### config.mk
export PLATFORM = sky130hd
export DESIGN_NAME = pio_key_in
export DESIGN_NICKNAME = d
export VERILOG_FILES = /design/src/rtl/pio_key_in.sv
export SDC_FILE = /design/constraint.sdc
export NUM_CORES = 1
export LEC_CHECK = 0
export ABC_AREA = 0
export CAP_MARGIN = 0
export CORE_MARGIN = 4
export CORE_UTILIZATION = 60
export CTS_CLUSTER_SIZE = 20
export DETAILED_ROUTE_END_ITERATION = 10
export PLACE_DENSITY = 0.86
export SLEW_MARGIN = 0
export SYNTH_ARGS = -nofsm -noshare
export SYNTH_HDL_FRONTEND = slang
export SYNTH_SLANG_ARGS = --single-unit
### constraint.sdc
create_clock -name clk -period 1.97 [get_ports clk]
set_clock_uncertainty 0.05 [all_clocks]
set_input_delay 0.394 -clock clk [delete_from_list [all_inputs] [get_ports clk]]
set_output_delay 0.394 -clock clk [all_outputs]
set_load 0.1 [all_outputs]
### src/rtl/pio_key_in.sv
// Avalon-MM input PIO for keys/switches: two-flop synchronizer, per-bit debounce,
// per-bit edge capture with write-1-to-clear, and a maskable level interrupt.
module pio_key_in #(
  parameter int   WIDTH           = 4,
  parameter int   DEBOUNCE_CYCLES = 50000,
  parameter int   EDGE_TYPE       = 0,
  parameter logic IDLE_LEVEL      = 1'b1
) (
  input  logic             clk,
  input  logic             reset_n,
  input  logic [1:0]       address,
  input  logic             chipselect,
  input  logic             write_n,
  input  logic [WIDTH-1:0] writedata,
  input  logic [WIDTH-1:0] in_port,
  output logic [WIDTH-1:0] readdata,
  output logic             irq
);

  localparam int               CNT_W    = $clog2(DEBOUNCE_CYCLES + 1);
  localparam logic [WIDTH-1:0] IDLE_VEC = {WIDTH{IDLE_LEVEL}};
  localparam logic [CNT_W-1:0] CNT_LAST = CNT_W'(DEBOUNCE_CYCLES - 1);
  localparam logic [CNT_W-1:0] CNT_ONE  = CNT_W'(1);

  logic [WIDTH-1:0] sync1_q, sync1_d;
  logic [WIDTH-1:0] sync2_q, sync2_d;
  logic [WIDTH-1:0] state_q, state_d;
  logic [WIDTH-1:0] state_prev_q, state_prev_d;
  logic [CNT_W-1:0] cnt_q [WIDTH];
  logic [CNT_W-1:0] cnt_d [WIDTH];
  logic [WIDTH-1:0] edge_q, edge_d;
  logic [WIDTH-1:0] mask_q, mask_d;
  logic [WIDTH-1:0] readdata_q, readdata_d;
  logic [WIDTH-1:0] edge_set;
  logic [WIDTH-1:0] w1c;
  logic             wr_en;

  function automatic logic [WIDTH-1:0] edge_sel(input logic [WIDTH-1:0] prev,
                                                input logic [WIDTH-1:0] cur);
    logic [WIDTH-1:0] fall;
    logic [WIDTH-1:0] rise;
    fall = prev & ~cur;
    rise = ~prev & cur;
    case (EDGE_TYPE)
      0:       edge_sel = fall;
      1:       edge_sel = rise;
      default: edge_sel = fall | rise;
    endcase
  endfunction

  always_comb begin
    sync1_d      = in_port;
    sync2_d      = sync1_q;
    state_d      = state_q;
    state_prev_d = state_q;
    for (int i = 0; i < WIDTH; i++) begin
      cnt_d[i] = cnt_q[i];
      // A new level is accepted only after DEBOUNCE_CYCLES consecutive mismatching clocks.
      if (sync2_q[i] == state_q[i]) begin
        cnt_d[i] = '0;
      end else if (cnt_q[i] >= CNT_LAST) begin
        state_d[i] = sync2_q[i];
        cnt_d[i]   = '0;
      end else begin
        cnt_d[i] = cnt_q[i] + CNT_ONE;
      end
    end

    edge_set = edge_sel(state_prev_q, state_q);
    wr_en    = chipselect && !write_n;
    mask_d   = (wr_en && address == 2'd2) ? writedata : mask_q;
    w1c      = (wr_en && address == 2'd3) ? writedata : '0;
    // Set is ORed in after the clear so a coincident edge survives the W1C.
    edge_d   = (edge_q & ~w1c) | edge_set;

    case (address)
      2'd0:    readdata_d = state_q;
      2'd2:    readdata_d = mask_q;
      2'd3:    readdata_d = edge_q;
      default: readdata_d = '0;
    endcase
  end

  always_ff @(posedge clk or negedge reset_n) begin
    if (!reset_n) begin
      sync1_q      <= IDLE_VEC;
      sync2_q      <= IDLE_VEC;
      state_q      <= IDLE_VEC;
      state_prev_q <= IDLE_VEC;
      for (int i = 0; i < WIDTH; i++) cnt_q[i] <= '0;
      edge_q       <= '0;
      mask_q       <= '0;
      readdata_q   <= '0;
    end else begin
      sync1_q      <= sync1_d;
      sync2_q      <= sync2_d;
      state_q      <= state_d;
      state_prev_q <= state_prev_d;
      for (int i = 0; i < WIDTH; i++) cnt_q[i] <= cnt_d[i];
      edge_q       <= edge_d;
      mask_q       <= mask_d;
      readdata_q   <= readdata_d;
    end
  end

  assign readdata = readdata_q;
  assign irq      = |(edge_q & mask_q);

endmodule

# After elaboration in Yosys (flattened, before gate mapping)
# Index checks and enable logic that the tools add are counted.
# totals
inputBits,14
output_inout_bits,5
reg_bits,92
wordCells,58
# classes
bitwise,10
add_sub_neg,4
n_mux,10
n_eq_ne,6
n_reduce_logical,10
n_lt_le_gt_ge,4
# ops
cell,n
16-bit 2-to-1 mux,8
16-bit by 1-bit adder with 16-bit output (second input constant),4
16-bit greater-or-equal comparator (second input constant),4
4-bit bitwise AND,3
4-bit one-hot mux with 3 select lines,1
4-bit NOT,2
2-bit AND reduction,4
1-bit equality test,4
2-bit equality test (second input constant),2
4-bit 2-to-1 mux,1
1-bit NOT,4
4-bit OR,1
4-bit OR reduction,1
1-bit logical AND,3
2-bit logical NOT,1
1-bit logical NOT,1

# Logic depth before layout (Yosys ltp)
# Gate-level depths: netlist (run 1).
# depth
depth_word,7
mapped_depth,6
ltp_nobuf,5

# Least setup slack after synthesis (run 1)
# No wires, ideal clock.
# synth_timing
kind,reg-to-reg
start,register cnt_q[13] in the netlist's numbering
end,register cnt_q[12] in the netlist's numbering
slack_ns,0.247
t_required_ns,1.849
t_arrival_ns,1.601
n_path_buf,1
setup_time_ns,0.071
path_stages_with_launch,5
synth_period_minus_slack_ns,1.723
path_cell_list,dfrtp_1 or4_4 a311o_2 buf_6 nor2_1
# synth_rtl
element,line_no,rtl
"start, declared",29,logic [CNT_W-1:0] cnt_q [WIDTH];

==> results of run 1 <==
worst register-to-register path, cell delays in order, from the launching register on:
cell and delay, ps:
dfrtp_1 430, or4_4 550, a311o_2 540, nor2_1 180
flip-flops by register name, indices dropped and copies added (netlist names):
name          flops
cnt_q            64
edge_q            4
mask_q            4
readdata          4
state_prev_d      4
state_prev_q      4
sync1_q           4
sync2_q           4
kinds of logic after synthesis:
| logic type | count (synthesis) |
|---|---|
| XOR/XNOR | 59 |
| AO/OA/AOI/OAI | 25 |
| flip-flops | 92 |
| buffers and inverters | 26 |
| AND/OR/NAND/NOR | 181 |
| multiplexers | 12 |
| adder cells (fa/ha/maj) | 4 |
per-stage QoR:
| step | total power [mW] | cells | setup WS, ps |
|---|---|---|---|
| 2_1_floorplan | 2.29 | 399 | 247 |
| 3_3_place_gp | 2.44 | 500 | 157 |
| 3_5_place_dp | 2.46 | 500 | 160 |
| 4_1_cts | 3.72 | 517 | 125 |
| 5_1_grt | 3.85 | 517 | 58.4 |
| 6_report | 3.69 | 517 | 140 |
power groups by stage:
stage | combinational [mW] | clock (mW) | sequential [mW]
floorplan | 0.174 | 0 | 2.12
global placement | 0.388 | 0 | 2.05
detailed placement | 0.398 | 0 | 2.06
CTS | 0.403 | 1.30 | 2.02
global route | 0.431 | 1.38 | 2.03
finish | 0.398 | 1.27 | 2.02
layer usage:
metal  vias to the layer above  track usage  part of all wire
met5                         -            0                 0
met4                         0       0.0842             0.012
met3                         6       0.0315             0.031
met2                        49        0.322              0.50
met1                      1436        0.266              0.46
li1                       1439            -                 -
path summary, 6_finish.rpt:
kind                                    to  slack (ps)  cells after the start
setup / recovery                  cnt_q[9]         140                      3
hold / removal                  sync2_q[1]         310                      0
setup reg to reg                  cnt_q[9]         140                      3
hold reg to reg                 sync2_q[1]         310                      0
max in group asynchronous  state_prev_q[0]         840                      3
min in group asynchronous        cnt_q[60]         410                      2
area by class of cell:
| class | count | area, um^2 |
|---|---|---|
| flip-flops and latches | 92 | 2320 |
| fillers | 469 | 2060 |
| multi-input cells | 281 | 1730 |
| repair buffers | 29 | 275 |
| clock buffers | 10 | 128 |
| well taps | 80 | 100 |
| clock inverters | 6 | 71.3 |
| inverters | 19 | 71.3 |
timing repair:
action,4_1_cts,5_1_grt
hold buffers,1,0
hold endpoints to repair,17,0
gates resized for setup,0,0
cell usage in the layout, fill, tap and decap left out, types with 8 or more instances in the layout:
cell type | synthesis | final
o21ai_0 | 9 | 9
inv_1 | 19 | 19
nor3_1 | 15 | 15
xor2_1 | 8 | 8
buf_4 | 0 | 14
clkdlybuf4s50_1 | 0 | 12
clkbuf_8 | 0 | 9
nor2_1 | 75 | 75
dfstp_2 | 16 | 16
nor4_1 | 19 | 19
xnor2_1 | 51 | 51
mux2_2 | 8 | 8
nand2_1 | 26 | 26
nand3_1 | 22 | 22
dfrtp_1 | 76 | 76
nand4_1 | 17 | 17
==> impl_metrics.toml, run 1 <==
[placement]
dp_hpwl_um = 5290
gp_congestion = 0.849
io_buffer_count = 18
placed_area_um2 = 4490

[hold_path]
hold_path.class = "reg2reg"
hp-start = "sync1_q[1]"

[synthesis]
synth_cells = 399
yosysMostFrequentCell = "dfrtp_1"
synth_top_family_by_area = "simple AND/OR/NAND/NOR gates"
yosysSeqAreaShare = 0.557
synth-compound-area-share = 0.0417
async_reset_ff_frac = 1.00
synthAdderAreaFrac = 0.0120
synth.avg_cell_area_um2 = 10.5
synth_xor_area_frac = 0.124
ys_ff_latch = 92
netlist.area_leader.share = 0.456
synth_warnings = 0
ys_types = 31
synth_edf_count = 0
synthTopCellsByCount = "dfrtp_1 (76), nor2_1 (75), xnor2_1 (51), nand2_1 (26), nand3_1 (22)"
synthesis.area_um2 = 4170
yosys-top-cells-area = "dfrtp_1 (46%), xnor2_1 (11%), dfstp_2 (10%)"
syn_nets = 417
muxShareOfSynthArea = 0.0312
synthFlopType = "dfrtp_1"
post-synth-top-area-cell = "dfrtp_1"
synth_simple_gate_area_frac = 0.206

[pwr]
p_int_mw = 2.70
swShare = 0.268
peakVddDrop_mv = 0.483
leakage_nw = 1.88
power_frac_clock = 0.345
power_switching_uw = 991
p_per_area_nw_per_um2 = 786
combinationalPowerShare = 0.108
p_seq_frac = 0.547

[final_layout]
antennaDiodeCount = 0
final_design_area_no_fill_um2 = 4700
syn2layout_area_growth_pct = 12.6
finish.utilization = 0.695
fin_nets = 450
drive_gt1_frac = 0.142

[sta]
final_max_slew_viol_count = 0
tns_ps = 0
finalSetupViolations = 0
grt_setup_unrepaired = "no"
hold_ws_ps = 312
fin_crit_ps = 1830
hold_viol = 0
tightest_slew_ps = 432
fmax_ghz = 0.546
finalCritPeriodShare = 0.929
relSlewSlack = 0.709

[grt]
grt_first_pass_wirelength_um = 13500
overflow = 0
grt_pass1_vias = 3006
grt_max_degree = 35
antenna_found_initial = 0
grt_usage = 0.199

[routing]
wl_um = 7630
vias_per_cell = 5.67
drc = 0
wl_per_cell_um = 14.8
vias = 2930
first_iter_violations = 138
ant_nets = 0
firstDrtPassIters = 4

[setup_path]
cp_top_family = "simple AND/OR/NAND/NOR gates"
crit_fanout = 16
endpoint_kind = "flip-flop"
crit_chain = "or4_4, a311o_2, nor2_1"
slowest_stage = "or4_4"
max_stage_delay_ps = 550
critPathBufInv = 0
required_ps = 2200
crit_arrival_ps = 2060
r2r-start = "cnt_q[13]"
critPathKind = "reg2reg"
critPathLaunchType = "flip-flop"
cp-startpoint = "cnt_q[13]"

[cts]
clockBufferDepth = 2
cts_buffers = 9
cts.sinks = 92
cts.htree.levels = 3
insertion_delay_ps = 360
cts_tree = "yes"
cts_setup_buffers = 0
clk_pin_slew_ps = 90
root_buffer = "clkbuf_8"

[floorplanning]
initial_core_util = 0.618
dieArea_um2 = 8350
core_um2 = 6760
fp.dieW_um = 91.4
boundaryPins = 19
die_h_um = 91.4
row_count = 30

[run_status]
status = "finished clean"

[flow_run]
maxCapViolations = 0
Note: power is estimated with default switching activity, not from simulation.
==> inputs of run 2 (changes only) <==
--- a/config.mk
+++ b/config.mk
@@ -11,3 +11,3 @@
 export CORE_UTILIZATION = 60
-export CTS_CLUSTER_SIZE = 20
+export CTS_CLUSTER_SIZE = 14
 export DETAILED_ROUTE_END_ITERATION = 10
--- a/constraint.sdc
+++ b/constraint.sdc
@@ -4,2 +4,2 @@
 set_output_delay 0.394 -clock clk [all_outputs]
-set_load 0.1 [all_outputs]
+set_load 0.005 [all_outputs]
==> run 2 against run 1 <==
Effect of this change: power shrank 3.7%; non-clock buffer count increased by 1; hold slack worse by 1.3 ps; combinational power shrank 36%; via count rose by 1.7%; register-to-register slack barely moved; final cell count is 0.19% higher; global-route usage rose by 0.089 points; critical endpoint is now cnt_q[45]; first-iteration DRC count fell by 28%; clock power about the same; cell area increased by 0.35%; setup slack worse by 0.57 ps; highest routed layer unchanged.
==> impl_metrics.toml, run 2 (same netlist as run 1, synthesis figures left out) <==
[final_layout]
largest_register_ffs = 64
drive_gt1_frac = 0.135
fin_nets = 451
antennaDiodeCount = 0
final_cell_mix = "dfrtp_1 (76), nor2_1 (75), xnor2_1 (51)"
largest_register = "cnt_q"
syn2layout_area_growth_pct = 13.0
fill_cells = 467
final_design_area_no_fill_um2 = 4710
final_common_cell = "dfrtp_1"

[routing]
routed.top_layer = "met4"
firstDrtPassIters = 4
first_iter_violations = 100
route.met3.wl_um = 289
vias_per_cell = 5.75
ant_nets = 0
wl_met2_um = 3890
vias = 2979
wl_um = 7700
wl_per_cell_um = 14.9
drc = 0
m1WireLength_um = 3370

[setup_path]
max_stage_delay_ps = 560
reg2reg_to = "cnt_q[45]"
rrSetupSlack_ps = 140
cp_top_family = "simple AND/OR/NAND/NOR gates"
cp_num_cells = 3
critPathLaunchType = "flip-flop"
r2r-start = "cnt_q[45]"
endpoint_kind = "flip-flop"
critPathKind = "reg2reg"
required_ps = 2210
crit_chain = "or4_4, a311o_2, nor2_1"
critPathBufInv = 0
crit_arrival_ps = 2070
slowest_stage = "or4_4"
reg2regPathDepth = 3
crit_fanout = 16
cp-endpoint = "cnt_q[45]"
cp-startpoint = "cnt_q[45]"

[hold_path]
hp-start = "sync1_q[2]"
hold_path.class = "reg2reg"

[floorplanning]
core_um2 = 6760
initial_core_util = 0.618
fp.dieW_um = 91.4
die_h_um = 91.4
row_count = 30
boundaryPins = 19
dieArea_um2 = 8350

[pwr]
p_per_area_nw_per_um2 = 755
power_switching_uw = 862
power_mw = 3.56
swShare = 0.242
power_frac_clock = 0.359
combinationalPowerShare = 0.072
leakage_nw = 1.89
p_seq_frac = 0.569
peakVddDrop_mv = 0.531
p_int_mw = 2.69

[grt]
grt_max_degree = 35
grt_usage = 0.200
grt_pass1_vias = 2989
grt_first_pass_wirelength_um = 13500
overflow = 0
antenna_found_initial = 0

[sta]
relSlewSlack = 0.729
fin_crit_ps = 1830
fmax_ghz = 0.546
finalSetupViolations = 0
tightest_slew_ps = 403
grt_setup_unrepaired = "no"
finalCritPeriodShare = 0.929
tns_ps = 0
final_max_slew_viol_count = 0
hold_viol = 0

[cts]
clockBufferDepth = 2
cts_buffers = 9
cts.sinks = 92
cts.htree.levels = 3
root_buffer = "clkbuf_8"
cts_tree = "yes"
insertion_delay_ps = 360
clk_pin_slew_ps = 90

[placement]
dp_hpwl_um = 5380
placed_area_um2 = 4490
gp_congestion = 0.849
io_buffer_count = 18

[flow_run]
maxCapViolations = 0

[run_status]
status = "finished clean"
## run 2: power by group through the flow
stage / Combinational, mW / Sequential [mW] / Clock, mW
after floorplan: 0.117 / 2.04 / 0
after global placement: 0.238 / 2.05 / 0
after detailed placement: 0.249 / 2.06 / 0
after CTS: 0.261 / 2.02 / 1.31
after global routing: 0.286 / 2.04 / 1.39
final: 0.255 / 2.02 / 1.28
## run 2: metrics by stage
step / hold slack [ps] / util / worst slack, ps / cells
6_report: 310 / 0.698 / 139 / 518
5_1_grt: 314 / 0.698 / 23.8 / 518
4_1_cts: 312 / 0.697 / 21.2 / 518
3_5_place_dp: 246 / 0.664 / 91.4 / 500
3_3_place_gp: 239 / 0.664 / 160 / 500
2_1_floorplan: 48.4 / - / 247 / 399
## run 2: per-layer routing
| metal | vias up | global-route usage |
|---|---|---|
| li1 | 1443 | - |
| met1 | 1466 | 0.256 |
| met2 | 58 | 0.332 |
| met3 | 12 | 0.0356 |
| met4 | 0 | 0.0867 |
| met5 | - | 0 |
## run 2: final cells by class
| cell class | count | area (um^2) | share of cell area |
|---|---|---|---|
| Sequential cell | 92 | 2320 | 0.493 |
| Multi-Input combinational cell | 281 | 1730 | 0.368 |
| Timing Repair Buffer | 30 | 285 | 0.0605 |
| Clock buffer | 10 | 128 | 0.0271 |
| Tap cell | 80 | 100 | 0.0212 |
| Clock inverter | 6 | 72.6 | 0.0154 |
| Inverter | 19 | 71.3 | 0.0151 |
## run 2: worst min path at each step
stage / depth (start not counted) / to / slack (ps)
after detailed placement: 1 / cnt_q[61] / 250
final: 0 / sync2_q[2] / 310
after floorplan: 0 / cnt_q[0] / 50
after global routing: 0 / sync2_q[2] / 310
after global placement: 1 / cnt_q[61] / 240
after CTS: 0 / sync2_q[2] / 310
## run 2: timing repair
action                                  in CTS  in global routing
endpoints found under the setup margin       1                  1
hold buffers                                 1                  0
endpoints found under the hold margin       17                  0
buffers inserted                             1                  0
gates resized for setup                      1                  1
==> inputs of run 3 (changes only) <==
- clock period: 1.97 -> 2 ns (I/O delays scaled with it)
==> run 3 against run 2 <==
Effect of this change: die area did not move; first-iteration DRC count rose by 15%; core utilization rose by 0.31 points; sequential share of layout area fell by 0.22 points; setup slack got worse by 10 ps.
==> impl_metrics.toml, run 3 (same netlist as run 1, synthesis figures left out) <==
[routing]
vias = 3056
first_iter_violations = 115
drc = 0
wl_um = 7830
firstDrtPassIters = 4
wl_per_cell_um = 15.1
vias_per_cell = 5.88
ant_nets = 0

[sta]
tns_ps = 0
tightest_slew_ps = 398
fmax_ghz = 0.534
finalSetupViolations = 0
fin_crit_ps = 1870
relSlewSlack = 0.732
grt_setup_unrepaired = "no"
finalCritPeriodShare = 0.936
hold_viol = 0
final_max_slew_viol_count = 0

[pwr]
power_frac_clock = 0.357
combinationalPowerShare = 0.073
p_per_area_nw_per_um2 = 738
power_switching_uw = 845
leakage_nw = 1.91
peakVddDrop_mv = 0.445
swShare = 0.242
p_seq_frac = 0.570
p_int_mw = 2.65

[cts]
insertion_delay_ps = 360
cts.htree.levels = 3
clockBufferDepth = 2
cts_tree = "yes"
root_buffer = "clkbuf_8"
cts_buffers = 9
clk_pin_slew_ps = 100
cts.sinks = 92

[grt]
grt_usage = 0.202
grt_pass1_vias = 2990
antenna_found_initial = 0
grt_max_degree = 37
grt_first_pass_wirelength_um = 13500
overflow = 0

[final_layout]
multiInputGateArea_um2 = 1730
stdcell_count = 520
regArea_um2 = 2320
syn2layout_area_growth_pct = 13.5
fin_nets = 453
final_cell_mix = "dfrtp_1 (76), nor2_1 (75), xnor2_1 (51)"
drive_gt1_frac = 0.139
fill_cells = 467
largest_register_ffs = 64
final_common_cell = "dfrtp_1"
antennaDiodeCount = 0
largest_register = "cnt_q"

[placement]
gp_congestion = 0.860
placed_cells = 500
dp_hpwl_um = 5230
io_buffer_count = 18

[setup_path]
slowest_stage = "dfrtp_1"
crit_arrival_ps = 2090
required_ps = 2210
endpoint_kind = "flip-flop"
critPathLaunchType = "flip-flop"
crit_chain = "ha_1, nand3_1, a211oi_1, a311o_2, buf_4, nor2_1"
max_stage_delay_ps = 430
crit_fanout = 7
cp-startpoint = "cnt_q[32]"
critPathKind = "reg2reg"
r2r-start = "cnt_q[32]"

[floorplanning]
row_count = 30
initial_core_util = 0.618
core_um2 = 6760
boundaryPins = 19
fp.dieW_um = 91.4
dieArea_um2 = 8350
die_h_um = 91.4

[hold_path]
hold_path.class = "reg2reg"
hp-start = "sync1_q[0]"

[flow_run]
maxCapViolations = 0

[run_status]
status = "finished clean"
-- run 3: changes by cell type in the layout (fill, tap and decap cells not counted), sizes merged --
cell      before  now
clkinv         3    5
clkinvlp       1    0
clkbuf        10    9
buf           12   14
-- run 3: timing repair --
action | in CTS | in global routing
hold buffers | 1 | 0
resized for setup | 0 | 1
endpoints found under the hold margin | 20 | 0
buffers inserted | 0 | 3
endpoints found under the setup margin | 0 | 7
-- run 3: area by class of cell --
type                            count  share of cell area
Clock buffer                        9              0.0262
Tap cell                           80              0.0211
Timing Repair Buffer               32              0.0661
Sequential cell                    92               0.490
Clock inverter                      7              0.0159
Inverter                           19              0.0151
Multi-Input combinational cell    281               0.365
-- run 3: worst paths after layout --
| path | endpoint | slack [ps] | cells after the start |
|---|---|---|---|
| worst max-delay path | cnt_q[47] | 130 | 6 |
| worst min-delay path | sync2_q[0] | 300 | 0 |
| worst max register to register | cnt_q[47] | 130 | 6 |
| worst min register to register | sync2_q[0] | 300 | 0 |
| max in group asynchronous | sync1_q[0] | 840 | 3 |
| min in group asynchronous | cnt_q[58] | 440 | 2 |
-- run 3: metrics by stage --
stage / utilization / hold slack, ps / instance area, um^2 / setup WS (ps) / total power, mW
global placement: 0.664 / 286 / 4490 / 172 / 2.26
detailed placement: 0.664 / 298 / 4490 / 181 / 2.27
CTS: 0.695 / 302 / 4700 / 43.2 / 3.52
finish: 0.701 / 304 / 4730 / 128 / 3.50
global route: 0.701 / 303 / 4730 / 64.3 / 3.65
floorplan: - / 54.4 / 4170 / 277 / 2.13
-- run 3: layer usage --
layer,share of wire,track usage,up-vias
li1,-,-,1448
met1,0.45,0.258,1521
met2,0.49,0.326,68
met3,0.036,0.0373,19
met4,0.027,0.106,0
met5,0,0,-
-- run 3: worst max-delay path, delay by kind of cell (launching register included) --
kind	cells	cell delay [ps]
AO/OA/AOI/OAI	2	590
adder cells (fa/ha/maj)	1	300
buffers and inverters	1	160
flip-flops	1	430
AND/OR/NAND/NOR	2	230
-- run 3: power by group through the flow --
stage	combinational (mW)	clock, mW	sequential, mW
3_3_place_gp	0.235	0	2.02
3_5_place_dp	0.247	0	2.03
2_1_floorplan	0.115	0	2.01
5_1_grt	0.286	1.36	2.00
6_report	0.255	1.25	1.99
4_1_cts	0.248	1.28	1.99
